==> config.mk <==
export PLATFORM = sky130hd
export DESIGN_NAME = alu_cmd_sequencer
export DESIGN_NICKNAME = d
export VERILOG_FILES = /design/src/rtl/alu_cmd_sequencer.sv
export SDC_FILE = /design/constraint.sdc
export NUM_CORES = 1
export LEC_CHECK = 0
export CAP_MARGIN = 30
export CELL_PAD_IN_SITES_DETAIL_PLACEMENT = 0
export CELL_PAD_IN_SITES_GLOBAL_PLACEMENT = 1
export CORE_ASPECT_RATIO = 1.75
export CORE_MARGIN = 2
export CORE_UTILIZATION = 45
export DETAILED_ROUTE_END_ITERATION = 8
export PLACE_DENSITY = 0.76
export SYNTH_ARGS = -nofsm -noshare
export SYNTH_HDL_FRONTEND = slang
export SYNTH_SLANG_ARGS = --single-unit
==> constraint.sdc <==
create_clock -name clk -period 2.9 [get_ports clk]
set_input_delay 0.58 -clock clk [delete_from_list [all_inputs] [get_ports clk]]
set_output_delay 0.58 -clock clk [all_outputs]
set_load 0.02 [all_outputs]
==> src/rtl/alu_cmd_sequencer.sv <==
// alu_cmd_sequencer: buffers {op, a, b, chain} commands in a small FIFO and
// issues them one at a time to an external combinational 4-bit ALU over its
// 12-bit switch bus {op, b, a}. After a fixed settle time the 8-bit ALU result
// is captured into a held output with a valid/ready handshake. A chained
// command replaces operand A with the low nibble of the previous result.
module alu_cmd_sequencer #(
   parameter int DEPTH  = 4,   // FIFO entries, power of two, >= 2
   parameter int SETTLE = 2    // edges between driving alu_sw and capturing alu_led, >= 1
) (
   input  logic                     clk,
   input  logic                     rst_n,
   input  logic                     cmd_valid,
   output logic                     cmd_ready,
   input  logic [3:0]               cmd_op,
   input  logic [3:0]               cmd_a,
   input  logic [3:0]               cmd_b,
   input  logic                     cmd_chain,
   output logic [11:0]              alu_sw,
   input  logic [7:0]               alu_led,
   output logic                     res_valid,
   input  logic                     res_ready,
   output logic [7:0]               res_data,
   output logic [3:0]               res_op,
   output logic                     res_err,
   output logic                     busy,
   output logic [$clog2(DEPTH):0]   fifo_count
);

   localparam int AW = $clog2(DEPTH);
   localparam int CW = (SETTLE > 1) ? $clog2(SETTLE) : 1;
   localparam logic [3:0] OP_DIV = 4'd3;

   typedef enum logic [1:0] {IDLE, WAIT, HOLD} state_t;

   typedef struct packed {
      logic [3:0] op;
      logic [3:0] a;
      logic [3:0] b;
      logic       chain;
   } cmd_t;

   // ---------------------------------------------------------------- FIFO
   cmd_t          mem_q [DEPTH];
   logic [AW-1:0] wr_ptr_q, rd_ptr_q;
   logic [AW:0]   count_q;
   logic          push, pop, fifo_empty;
   cmd_t          head;

   // Ready comes only from the registered count, so a same-cycle pop never raises it.
   assign cmd_ready  = (count_q < (AW+1)'(DEPTH));
   assign push       = cmd_valid & cmd_ready;
   assign fifo_empty = (count_q == '0);
   assign head       = mem_q[rd_ptr_q];
   assign fifo_count = count_q;

   // Command storage; contents need no reset because count gates every read.
   always_ff @(posedge clk) begin
      if (push) mem_q[wr_ptr_q] <= '{op: cmd_op, a: cmd_a, b: cmd_b, chain: cmd_chain};
   end

   // Pointers wrap naturally at DEPTH; count tracks push/pop, unchanged when both occur.
   always_ff @(posedge clk or negedge rst_n) begin
      if (!rst_n) begin
         wr_ptr_q <= '0;
         rd_ptr_q <= '0;
         count_q  <= '0;
      end else begin
         if (push) wr_ptr_q <= wr_ptr_q + 1'b1;
         if (pop)  rd_ptr_q <= rd_ptr_q + 1'b1;
         case ({push, pop})
            2'b10:   count_q <= count_q + 1'b1;
            2'b01:   count_q <= count_q - 1'b1;
            default: count_q <= count_q;
         endcase
      end
   end

   // ---------------------------------------------------------------- FSM
   state_t        state_q, state_d;
   logic [CW-1:0] cnt_q, cnt_d;
   logic [11:0]   alu_sw_q, alu_sw_d;
   logic [3:0]    op_q, op_d, b_q, b_d;
   logic [3:0]    last_q, last_d;       // only the low nibble of the last result is ever reused
   logic          res_valid_q, res_valid_d;
   logic [7:0]    res_data_q, res_data_d;
   logic [3:0]    res_op_q, res_op_d;
   logic          res_err_q, res_err_d;
   logic          issue;

   // Next-state logic: issue from IDLE or straight out of HOLD, count down the settle time, capture.
   always_comb begin
      state_d     = state_q;
      cnt_d       = cnt_q;
      alu_sw_d    = alu_sw_q;
      op_d        = op_q;
      b_d         = b_q;
      last_d      = last_q;
      res_valid_d = res_valid_q;
      res_data_d  = res_data_q;
      res_op_d    = res_op_q;
      res_err_d   = res_err_q;
      issue       = 1'b0;
      pop         = 1'b0;

      case (state_q)
         IDLE: begin
            if (!fifo_empty) issue = 1'b1;
         end
         WAIT: begin
            if (cnt_q != '0) begin
               cnt_d = cnt_q - 1'b1;
            end else begin
               res_valid_d = 1'b1;
               res_op_d    = op_q;
               state_d     = HOLD;
               // A divide by zero yields a defined zero result rather than whatever the ALU shows.
               if (op_q == OP_DIV && b_q == 4'd0) begin
                  res_data_d = 8'h00;
                  res_err_d  = 1'b1;
                  last_d     = 4'h0;
               end else begin
                  res_data_d = alu_led;
                  res_err_d  = 1'b0;
                  last_d     = alu_led[3:0];
               end
            end
         end
         HOLD: begin
            if (res_valid_q && res_ready) begin
               res_valid_d = 1'b0;
               if (!fifo_empty) issue = 1'b1;
               else             state_d = IDLE;
            end
         end
         default: state_d = IDLE;
      endcase

      if (issue) begin
         pop      = 1'b1;
         alu_sw_d = {head.op, head.b, head.chain ? last_q : head.a};
         op_d     = head.op;
         b_d      = head.b;
         cnt_d    = CW'(SETTLE - 1);
         state_d  = WAIT;
      end
   end

   // State and output registers; reset discards any in-flight result.
   always_ff @(posedge clk or negedge rst_n) begin
      if (!rst_n) begin
         state_q     <= IDLE;
         cnt_q       <= '0;
         alu_sw_q    <= '0;
         op_q        <= '0;
         b_q         <= '0;
         last_q      <= '0;
         res_valid_q <= 1'b0;
         res_data_q  <= '0;
         res_op_q    <= '0;
         res_err_q   <= 1'b0;
      end else begin
         state_q     <= state_d;
         cnt_q       <= cnt_d;
         alu_sw_q    <= alu_sw_d;
         op_q        <= op_d;
         b_q         <= b_d;
         last_q      <= last_d;
         res_valid_q <= res_valid_d;
         res_data_q  <= res_data_d;
         res_op_q    <= res_op_d;
         res_err_q   <= res_err_d;
      end
   end

   assign alu_sw    = alu_sw_q;
   assign res_valid = res_valid_q;
   assign res_data  = res_data_q;
   assign res_op    = res_op_q;
   assign res_err   = res_err_q;
   assign busy      = (state_q != IDLE) || !fifo_empty;

endmodule

### Yosys cells after proc, flatten, opt, wreduce, memory -nomap -nowiden

Memory sizes are Yosys's and may differ from the RTL's.
Index checks and enable logic that the tools add are counted.
W data, S select, Z words.

| word-level totals | value |
|---|---|
| bits in registers | 48 |
| memory bits (writable) | 52 |
| bits of input ports | 25 |
| output and inout port bits | 31 |
| word-level logic and storage cells | 69 |
| memories | 1 |

Memory list:

| name | words | bits a word | read ports | clocked after memory_dff | write ports | RTL line | text |
|---|---|---|---|---|---|---|---|
| mem_q | 4 | 13 | 1 | 0 | 1 | 43 | `cmd_t mem_q [DEPTH];` |

| cells by class | value |
|---|---|
| $add $sub $neg | 5 |
| $lt $le $gt $ge | 1 |
| equality and inequality tests | 11 |
| muxes and demuxes | 22 |
| bitwise operators | 2 |
| reduce and logical (&&, ||, !) cells | 14 |

Operator list:

| cell | count |
|---|---|
| $mux W1 | 11 |
| $ne A3 B3 Y1 const B | 3 |
| $mux W2 | 4 |
| $mux W4 | 2 |
| $mux W8 | 1 |
| $reduce_bool A2 Y1 | 4 |
| $ne A2 B2 Y1 const B | 3 |
| $pmux W2 S3 | 1 |
| $pmux W3 S2 | 1 |
| $add A2 B1 Y2 const B | 2 |
| $eq A2 B1 Y1 const B | 2 |
| $eq A2 B2 Y1 const B | 2 |
| $eq A4 B2 Y1 const B | 1 |
| $logic_not A4 Y1 | 1 |
| $pmux W1 S2 | 2 |
| $reduce_and A4 Y1 | 1 |
| $add A3 B1 Y3 const B | 1 |
| $logic_not A3 Y1 | 1 |
| $lt A3 B3 Y1 const B | 1 |
| $reduce_and A3 Y1 | 1 |
| $sub A3 B1 Y3 const B | 1 |
| $logic_and A1 B1 Y1 | 2 |
| $logic_not A2 Y1 | 1 |
| $reduce_and A2 Y1 | 1 |
| other kinds (5) | 5 |

### Logic depth before layout (Yosys ltp)

Gate-level depths: netlist of the first run.

| depth | value |
|---|---|
| word-level depth | 7 |
| gate-level depth with buffers | 9 |
| gate-level depth less buffers | 8 |

### Least setup slack after synthesis of the first run

No wires, ideal clock.

| path | value |
|---|---|
| kind | input to register |
| start | input port res_ready |
| end | register count_q[2], in the netlist fifo_count[2] |
| setup time | 80 ps |
| data arrival time | 2289 ps |
| required time | 2820 ps |
| slack | 531 ps |
| stages | 9 |
| path buffers | 1 |
| cells stage by stage | a21boi_0 -> nor3_2 -> buf_2 -> ha_1 -> inv_1 -> fa_1 -> xor2_1 -> nor2_1 -> xnor2_1 |

| between the ends | value |
|---|---|
| longest elaborated chain between the ends | 6 |
| elaborated cells on any way between the ends | 8 |
| classes of those cells | 2 x eq/ne; 4 x mux; 2 x reduce/logical |

Ends and longest elaborated chain:

| element | RTL line | text |
|---|---|---|
| start, declared | 21 | `input logic res_ready,` |
| $logic_and A1 B1 Y1 * | 129 | `if (res_valid_q && res_ready) begin` |
| $mux W1 * | 129 |  |
| $pmux W1 S2 * | 105 | `case (state_q)` |
| $mux W1 * | 138 | `if (issue) begin` |
| $eq A2 B1 Y1 or $eq A2 B2 Y1 (tied branches) | 70 | `case ({push, pop})` |
| $pmux W3 S2 or $reduce_bool A2 Y1 (tied branches) | n/a |  |
| end signal, assigned | 71 | `2'b10: count_q <= count_q + 1'b1;` |
| end signal, assigned | 72 | `2'b01: count_q <= count_q - 1'b1;` |
| end signal, assigned | 73 | `default: count_q <= count_q;` |
| end, declared | 45 | `logic [AW:0] count_q;` |

Every way passes the cells marked *; elsewhere a longest branch is shown, timed or not.
A chain may end at the register's enable or synchronous reset.

### Final worst setup path of the first run

| path | value |
|---|---|
| start | register count_q[0], in the netlist fifo_count[0] |
| end | output port busy |

| between the ends | value |
|---|---|
| longest elaborated chain between the ends | 3 |

Ends and longest elaborated chain:

| element | RTL line | text |
|---|---|---|
| $logic_not A3 Y1 | 52 | `assign fifo_empty = (count_q == '0);` |
| $logic_not A1 Y1 | 180 | `assign busy = (state_q != IDLE) \|\| !fifo_empty;` |
| $logic_or A1 B1 Y1 | 180 |  |
| end, declared | 25 | `output logic busy,` |

Every way passes these cells.

==> summary.md, run 1 <==
| Metric | Value |
|---|---|
| Status | `finished, final reports clean` |
| Total Power Consumption | `4980 uW` |
| Max Clk Rate | `418 MHz` |
| Final hold vios | `0` |
| Final setup vio count | `0` |
| Register area share after synthesis | `70.9%` |
| Setup CP Type | `register to output port` |
| Vias | `1798` |
| Die height | `120 um` |
| Clock Skew | `0.00490 ns` |
| Total global routing overflow | `0` |
| GRT Util Overall | `15.1%` |
| Slew margin rel. | `46.7%` |
| CTS resizes | `0` |
| Cells after Synth | `186` |
| Mean Syn Cell Area | `18.7 sq um` |
| Input/output buffers | `55` |
| Final Slew Violations | `0` |
| Die ar. | `8460 sq um` |
| IO Count | `56` |
| Crit share post-route | `82.5%` |
| Die W | `70.4 um` |
| Syn_nets | `217` |
| Required @ worst endpoint | `2.32 ns` |
| H-tree depth | `3` |
| Diodes inserted | `0` |
| Longest Clk Path Bufs | `2` |
| Multi-input combinational cell area | `936 sq um` |
| Clock-pin slew on the worst setup and hold paths | `0.06 ns` |
| Number of global-route vias before repair | `1845` |
| Clock Tree Root | `clkbuf_16` |
| Post-Syn Area | `3470 sq um` |
| Initial core utilization | `46.2%` |
| Distinct cells, synth | `33` |
| First-pass GRT wire length | `9520 um` |
| Crit path DAT | `1.81 ns` |
| Drt first pass iters | `4` |
| WL final | `5880 um` |
| Total setup buffers inserted after CTS | `0` |
| Max_cap viols | `0` |
| Vias per cell | `5.21` |
| Main area contributors after synthesis | `edfxtp_1 45%, dfrtp_1 26%, mux4_2 6.5%` |
| Worst-Margin Slew | `0.799 ns` |
| Worst-skew pair later-pin latency | `0.33 ns` |
| Final ANT Viol Nets | `0` |
| CTS Buf Count | `9` |
| Share of the synthesized area in the top cell type | `45.0%` |
| Area leader, netlist | `edfxtp_1` |
| Register area | `2460 sq um` |
| FP Rows | `42` |
| Startpoint types | `register` |
| Share of layout cells above drive strength 1 | `20.2%` |
| Worst setup EP type | `output port` |
| # fillers | `580` |
| GRT met2 Usage | `25.1%` |
| Pwr dens | `1120 nW/um^2` |
| M3 GR Usage | `4.00%` |
| YS warnings | `0` |
| RePlAce Congestion | `0.726` |
| Busiest grt layer | `met2` |
| WL/cell | `17.0 um` |
| Hold_buf cts | `0` |
| Final net count | `283` |
| Synthesis-to-layout area growth | `27.5%` |
| 1st-iter DRT viols | `53` |
| Initial antenna violation count | `0` |
| Static leakage | `0.00167 uW` |
| TritonCTS clock tree | `built` |
| Worst hold path type | `primary input to asynchronous set/reset pin` |
| Setup TNS | `0 ns` |
| Sink Count | `88` |
| DRC errors left | `0` |
| CP max FO | `4` |
| RSZ-0062 raised after global routing | `false` |
| VDD IR max | `0.000407 V` |
| Largest net degree at the start of global routing | `37` |
| Seq cells post-synth | `88` |
| Core area | `7510 sq um` |
| Detailed placement HPWL | `4010 um` |
| Met1 Use GR | `17.8%` |
| Tmin final | `2.39 ns` |
==> per-stage QoR <==
stage | setup slack, ns | hold slack (ns) | util, % | std cells | area [sq um]
3_3_place_gp | 0.398 | 0.465 | 55.1 | 329 | 4140
4_1_cts | 0.451 | 0.361 | 58.9 | 345 | 4430
3_5_place_dp | 0.401 | 0.485 | 55.1 | 329 | 4140
2_1_floorplan | 0.531 | 0.284 | - | 186 | 3470
5_1_grt | 0.391 | 0.398 | 58.9 | 345 | 4430
6_report | 0.508 | 0.335 | 58.9 | 345 | 4430
==> state kept, by name, summed over array words and instances (netlist names) <==
name        count
mem_q          52
alu_sw         12
res_data        5
res_op          4
fifo_count      3
last_q          3
rd_ptr_q        2
state_q         2
wr_ptr_q        2
cnt_q           1
res_err         1
res_valid       1
==> layout by cell type (no fill, tap or decap), drive strengths merged <==
cell type       n
o21ai           2
o21bai          1
nor4b           1
nand2           5
clkdlybuf4s50  54
edfxtp         52
a22o            9
a2bb2oi         1
nor2b           1
a31o            1
buf             9
ha              5
xor2            3
nor2            3
or3b            1
mux2           20
clkinv          3
mux2i           1
a41oi           1
and2            4
nand2b          1
bufinv          1
fa              1
dfrtp          36
nand4           1
a21boi          1
clkbuf         12
inv             8
mux4           13
nor3            2
nor4            1
xnor2           3
==> final timing paths <==
path                                    start       endpoint  slack, ns  depth (start not counted)
max in group asynchronous               rst_n  fifo_count[0]       2.05                          1
min in group clk                      res_err        res_err       0.49                          2
worst max register to register     state_q[1]  fifo_count[2]       1.00                          8
worst min register to register        res_err        res_err       0.49                          2
worst min-delay path                    rst_n    res_data[5]       0.34                          1
worst max-delay path            fifo_count[0]           busy       0.51                          3
==> Yosys cell counts, drive strengths merged <==
master / instances
a21boi: 1
a22o: 9
a2bb2oi: 1
a31o: 1
a41oi: 1
and2: 4
buf: 6
clkbuf: 2
dfrtp: 36
edfxtp: 52
fa: 1
ha: 5
inv: 8
mux2: 20
mux2i: 1
mux4: 13
nand2: 5
nand2b: 1
nand4: 1
nor2: 3
nor2b: 1
nor3: 2
nor4: 1
nor4b: 1
o21ai: 2
o21bai: 1
or3b: 1
xnor2: 3
xor2: 3
==> routing by layer <==
metal	vias up	routed length (um)
met5	-	0
met4	0	111
met3	7	235
met2	43	3030
met1	906	2500
li1	842	-
==> cells by family (layout without fill, tap and decap cells) <==
group,count (synthesis),after routing,synth area share [%]
xor+xnor,6,6,1.51
compound gates,16,16,4.29
fa+ha+maj,6,6,2.38
buf+inv,16,87,2.13
flops,88,88,70.9
simple gates,20,20,3.24
mux,34,34,15.5
==> layout make-up <==
type / count / area share, %
Multi-Input combinational cell: 82 / 21.1
Sequential cell: 88 / 55.6
Inverter: 8 / 0.679
Timing Repair Buffer: 63 / 13.7
Clock inverter: 4 / 1.02
Clock buffer: 12 / 5.34
Tap cell: 88 / 2.49
==> power by group <==
group	switching [uW]	leakage, uW	internal, uW
registers	256	0.000901	1700
logic	886	0.000628	1040
clock network	429	0.000140	663
total	1570	0.00167	3410
==> critical path: stages, from the launching register on <==
cell and delay (ns):
dfrtp_1 0.41, nor3_1 0.43, nand2_1 0.09, clkdlybuf4s50_1 0.55
No activity file was read; power rests on OpenSTA's default activity.
==> inputs of run 2 (changes only) <==
--- a/config.mk
+++ b/config.mk
@@ -10,9 +10,9 @@
 export CELL_PAD_IN_SITES_GLOBAL_PLACEMENT = 1
 export CORE_ASPECT_RATIO = 1.75
 export CORE_MARGIN = 2
-export CORE_UTILIZATION = 45
+export CORE_UTILIZATION = 40
 export DETAILED_ROUTE_END_ITERATION = 8
-export PLACE_DENSITY = 0.76
+export PLACE_DENSITY = 0.71
 export SYNTH_ARGS = -nofsm -noshare
 export SYNTH_HDL_FRONTEND = slang
 export SYNTH_SLANG_ARGS = --single-unit
==> constraint.sdc (replaced) <==
create_clock -name clk -period 2.1 [get_ports clk]
set_input_delay 0.42 -clock clk [delete_from_list [all_inputs] [get_ports clk]]
set_output_delay 0.42 -clock clk [all_outputs]
set_load 0.02 [all_outputs]
==> run 2 against run 1 <==
  * Register-to-register slack worse by 0.79 ns
  * Clock power up 29%
  * Clock skew up 0.0015 ns
  * Power grew 39%
  * Sequential power up 40%
  * Critical path depth is the same
  * Sequential share of layout area decreased by 1.6 points
  * Critical endpoint unchanged
  * Largest cell class unchanged
  * Highest routed layer unchanged
==> summary.md, run 2 (synthesized netlist as in run 1, its figures left out) <==
| Metric | Value |
|---|---|
| Input/output buffers | `55 (unchanged)` |
| RSZ-0062 raised after global routing | `false` |
| Slowest-stage cell, CP | `clkdlybuf4s50_1` |
| Final setup vio count | `0 (unchanged)` |
| Vias | `1832 (+1.9%)` |
| Worst hold path type | `primary input to asynchronous set/reset pin` |
| Crit share post-route | `95.5%` |
| Setup CP Type | `register to output port` |
| Final net count | `289 (+2.1%)` |
| Final hold vios | `0 (unchanged)` |
| Final Slew Violations | `0 (unchanged)` |
| Number of global-route vias before repair | `1850 (+0.27%)` |
| Post-Route Utilization | `53.4% (-5.5 points)` |
| Vias per cell | `4.82 (-7.5%)` |
| Largest Register | `mem_q` |
| GRT Util Overall | `14.3% (-0.81 points)` |
| RePlAce Congestion | `0.720 (-0.79%)` |
| Crit path DAT | `1.59 ns (-0.22 ns)` |
| Clock-pin slew on the worst setup and hold paths | `0.06 ns (about the same)` |
| Pre-CTS setup slack | `-0.176 ns (-0.577 ns)` |
| Worst-Margin Slew | `0.698 ns (-0.101 ns)` |
| Worst setup EP type | `output port` |
| WL/cell | `15.8 um (-7.3%)` |
| Worst-skew pair later-pin latency | `0.34 ns (about the same)` |
| Clock Skew | `0.00637 ns (+0.00147 ns)` |
| Die height | `127 um (+5.9%)` |
| Max_cap viols | `0 (unchanged)` |
| Most frequent cells in the layout | `54 x clkdlybuf4s50_1, 52 x edfxtp_1, 31 x dfrtp_1` |
| Max Clk Rate | `498 MHz` |
| Max FFs per register | `52 (unchanged)` |
| CTS Buf Count | `9 (unchanged)` |
| Worst R2R Start | `fifo_count[0]` |
| Drt first pass iters | `3 (-1)` |
| Die W | `74.4 um (+5.7%)` |
| Hold_buf cts | `0 (unchanged)` |
| Initial core utilization | `40.6% (-5.6 points)` |
| Slew margin rel. | `53.5% (+6.7 points)` |
| Fin cells | `380 (+10%)` |
| Largest net degree at the start of global routing | `31 (-16%)` |
| Startpoint types | `register` |
| Total global routing overflow | `0 (unchanged)` |
| H-tree depth | `3 (unchanged)` |
| DRC errors left | `0 (unchanged)` |
| Clock Tree Root | `clkbuf_16` |
| Total Power Consumption | `6930 uW (+39%)` |
| Initial antenna violation count | `0 (unchanged)` |
| Setup TNS | `0 ns (unchanged)` |
| Die ar. | `9470 sq um (+12%)` |
| WL final | `6010 um (+2.1%)` |
| Slowest stage delay, CP | `0.53 ns (-0.02 ns)` |
| Most common cell after layout, fill and taps aside | `clkdlybuf4s50_1` |
| Diodes inserted | `0 (unchanged)` |
| Core area | `8560 sq um (+14%)` |
| Synthesis-to-layout area growth | `31.5%` |
| Tmin final | `2.01 ns` |
| Share of layout cells above drive strength 1 | `24.7% (+4.5 points)` |
| CP max FO | `3 (-1)` |
| Final ANT Viol Nets | `0 (unchanged)` |
| Required @ worst endpoint | `1.68 ns (-0.64 ns)` |
| CP Launch Point | `fifo_count[1]` |
| IO Count | `56 (unchanged)` |
| Placed cells | `363 (+10%)` |
| FP Rows | `45 (+7.1%)` |
| TritonCTS clock tree | `built` |
| VDD IR max | `0.000613 V (+51%)` |
| Detailed placement HPWL | `4320 um (+7.8%)` |
| Longest Clk Path Bufs | `2 (unchanged)` |
| Static leakage | `0.00169 uW (+1.5%)` |
| First-pass GRT wire length | `9670 um (+1.7%)` |
| Sink Count | `88 (unchanged)` |
| 1st-iter DRT viols | `41 (-23%)` |
| Final worst slack | `0.0937 ns (-0.414 ns)` |
| Critical-path cell list | `nor3_4 -> nand2_1 -> clkdlybuf4s50_1` |
| Status | `finished, final reports clean` |
| Pwr dens | `1520 nW/um^2 (+35%)` |
-- run 2: area by class of cell --
| type | count | area (sq um) |
|---|---|---|
| fillers | 739 | 3990 |
| multi-input cells | 82 | 956 |
| well taps | 117 | 146 |
| inverters | 8 | 30.0 |
| clock buffers | 10 | 229 |
| repair buffers | 69 | 701 |
| clock inverters | 6 | 36.3 |
| flip-flops and latches | 88 | 2470 |
-- run 2: metal layers --
layer | part of all wire [%] | global-route usage (%) | vias up | wire, um
li1 | - | - | 858 | -
met1 | 39 | 16.3 | 927 | 2360
met2 | 55 | 24.2 | 37 | 3280
met3 | 3.5 | 3.94 | 10 | 213
met4 | 2.5 | 6.93 | 0 | 153
met5 | 0 | 0 | - | 0
-- run 2: per-stage QoR --
stage / area (sq um) / hold WS [ns]
finish: 4570 / 0.119
global route: 4570 / 0.172
CTS: 4570 / 0.156
detailed placement: 4290 / 0.476
global placement: 4290 / 0.462
floorplan: 3490 / 0.124
-- run 2: report_power, final --
part           internal [uW]  switching (uW)  total [uW]
Clock                    792             619        1410
Sequential              2360             376        2740
Combinational           1540            1240        2790
Total                   4690            2240        6930
-- run 2: repair_timing --
item / 4_1_cts / 5_1_grt
resized for setup: 1 / 1
setup endpoints to repair: 1 / 1
buffers inserted: 1 / 0
hold endpoints to repair: 0 / 0
pin swaps: 1 / 0
-- run 2: worst paths after layout --
| check | depth (start not counted) | end | slack (ns) |
|---|---|---|---|
| max | 3 | busy | 0.09 |
| min | 1 | alu_sw[1] | 0.12 |
| max reg2reg | 9 | fifo_count[2] | 0.21 |
| min reg2reg | 2 | res_err | 0.49 |
| max in group asynchronous | 2 | wr_ptr_q[0] | 1.38 |
| min in group clk | 2 | res_err | 0.49 |
-- run 2: worst max-delay path, delay by kind of cell (launching register included) --
kind                   cells  cell delay (ns)
AND/OR/NAND/NOR            2             0.29
buffers and inverters      1             0.53
flip-flops                 1             0.43
==> inputs of run 3 (changes only) <==
--- a/config.mk
+++ b/config.mk
@@ -12,6 +12,7 @@
 export CORE_MARGIN = 2
 export CORE_UTILIZATION = 40
 export DETAILED_ROUTE_END_ITERATION = 8
+export GPL_ROUTABILITY_DRIVEN = 0
 export PLACE_DENSITY = 0.71
 export SYNTH_ARGS = -nofsm -noshare
 export SYNTH_HDL_FRONTEND = slang
==> results of run 3 <==
No change in the layout: final DEF, timing and power equal those of run 2.
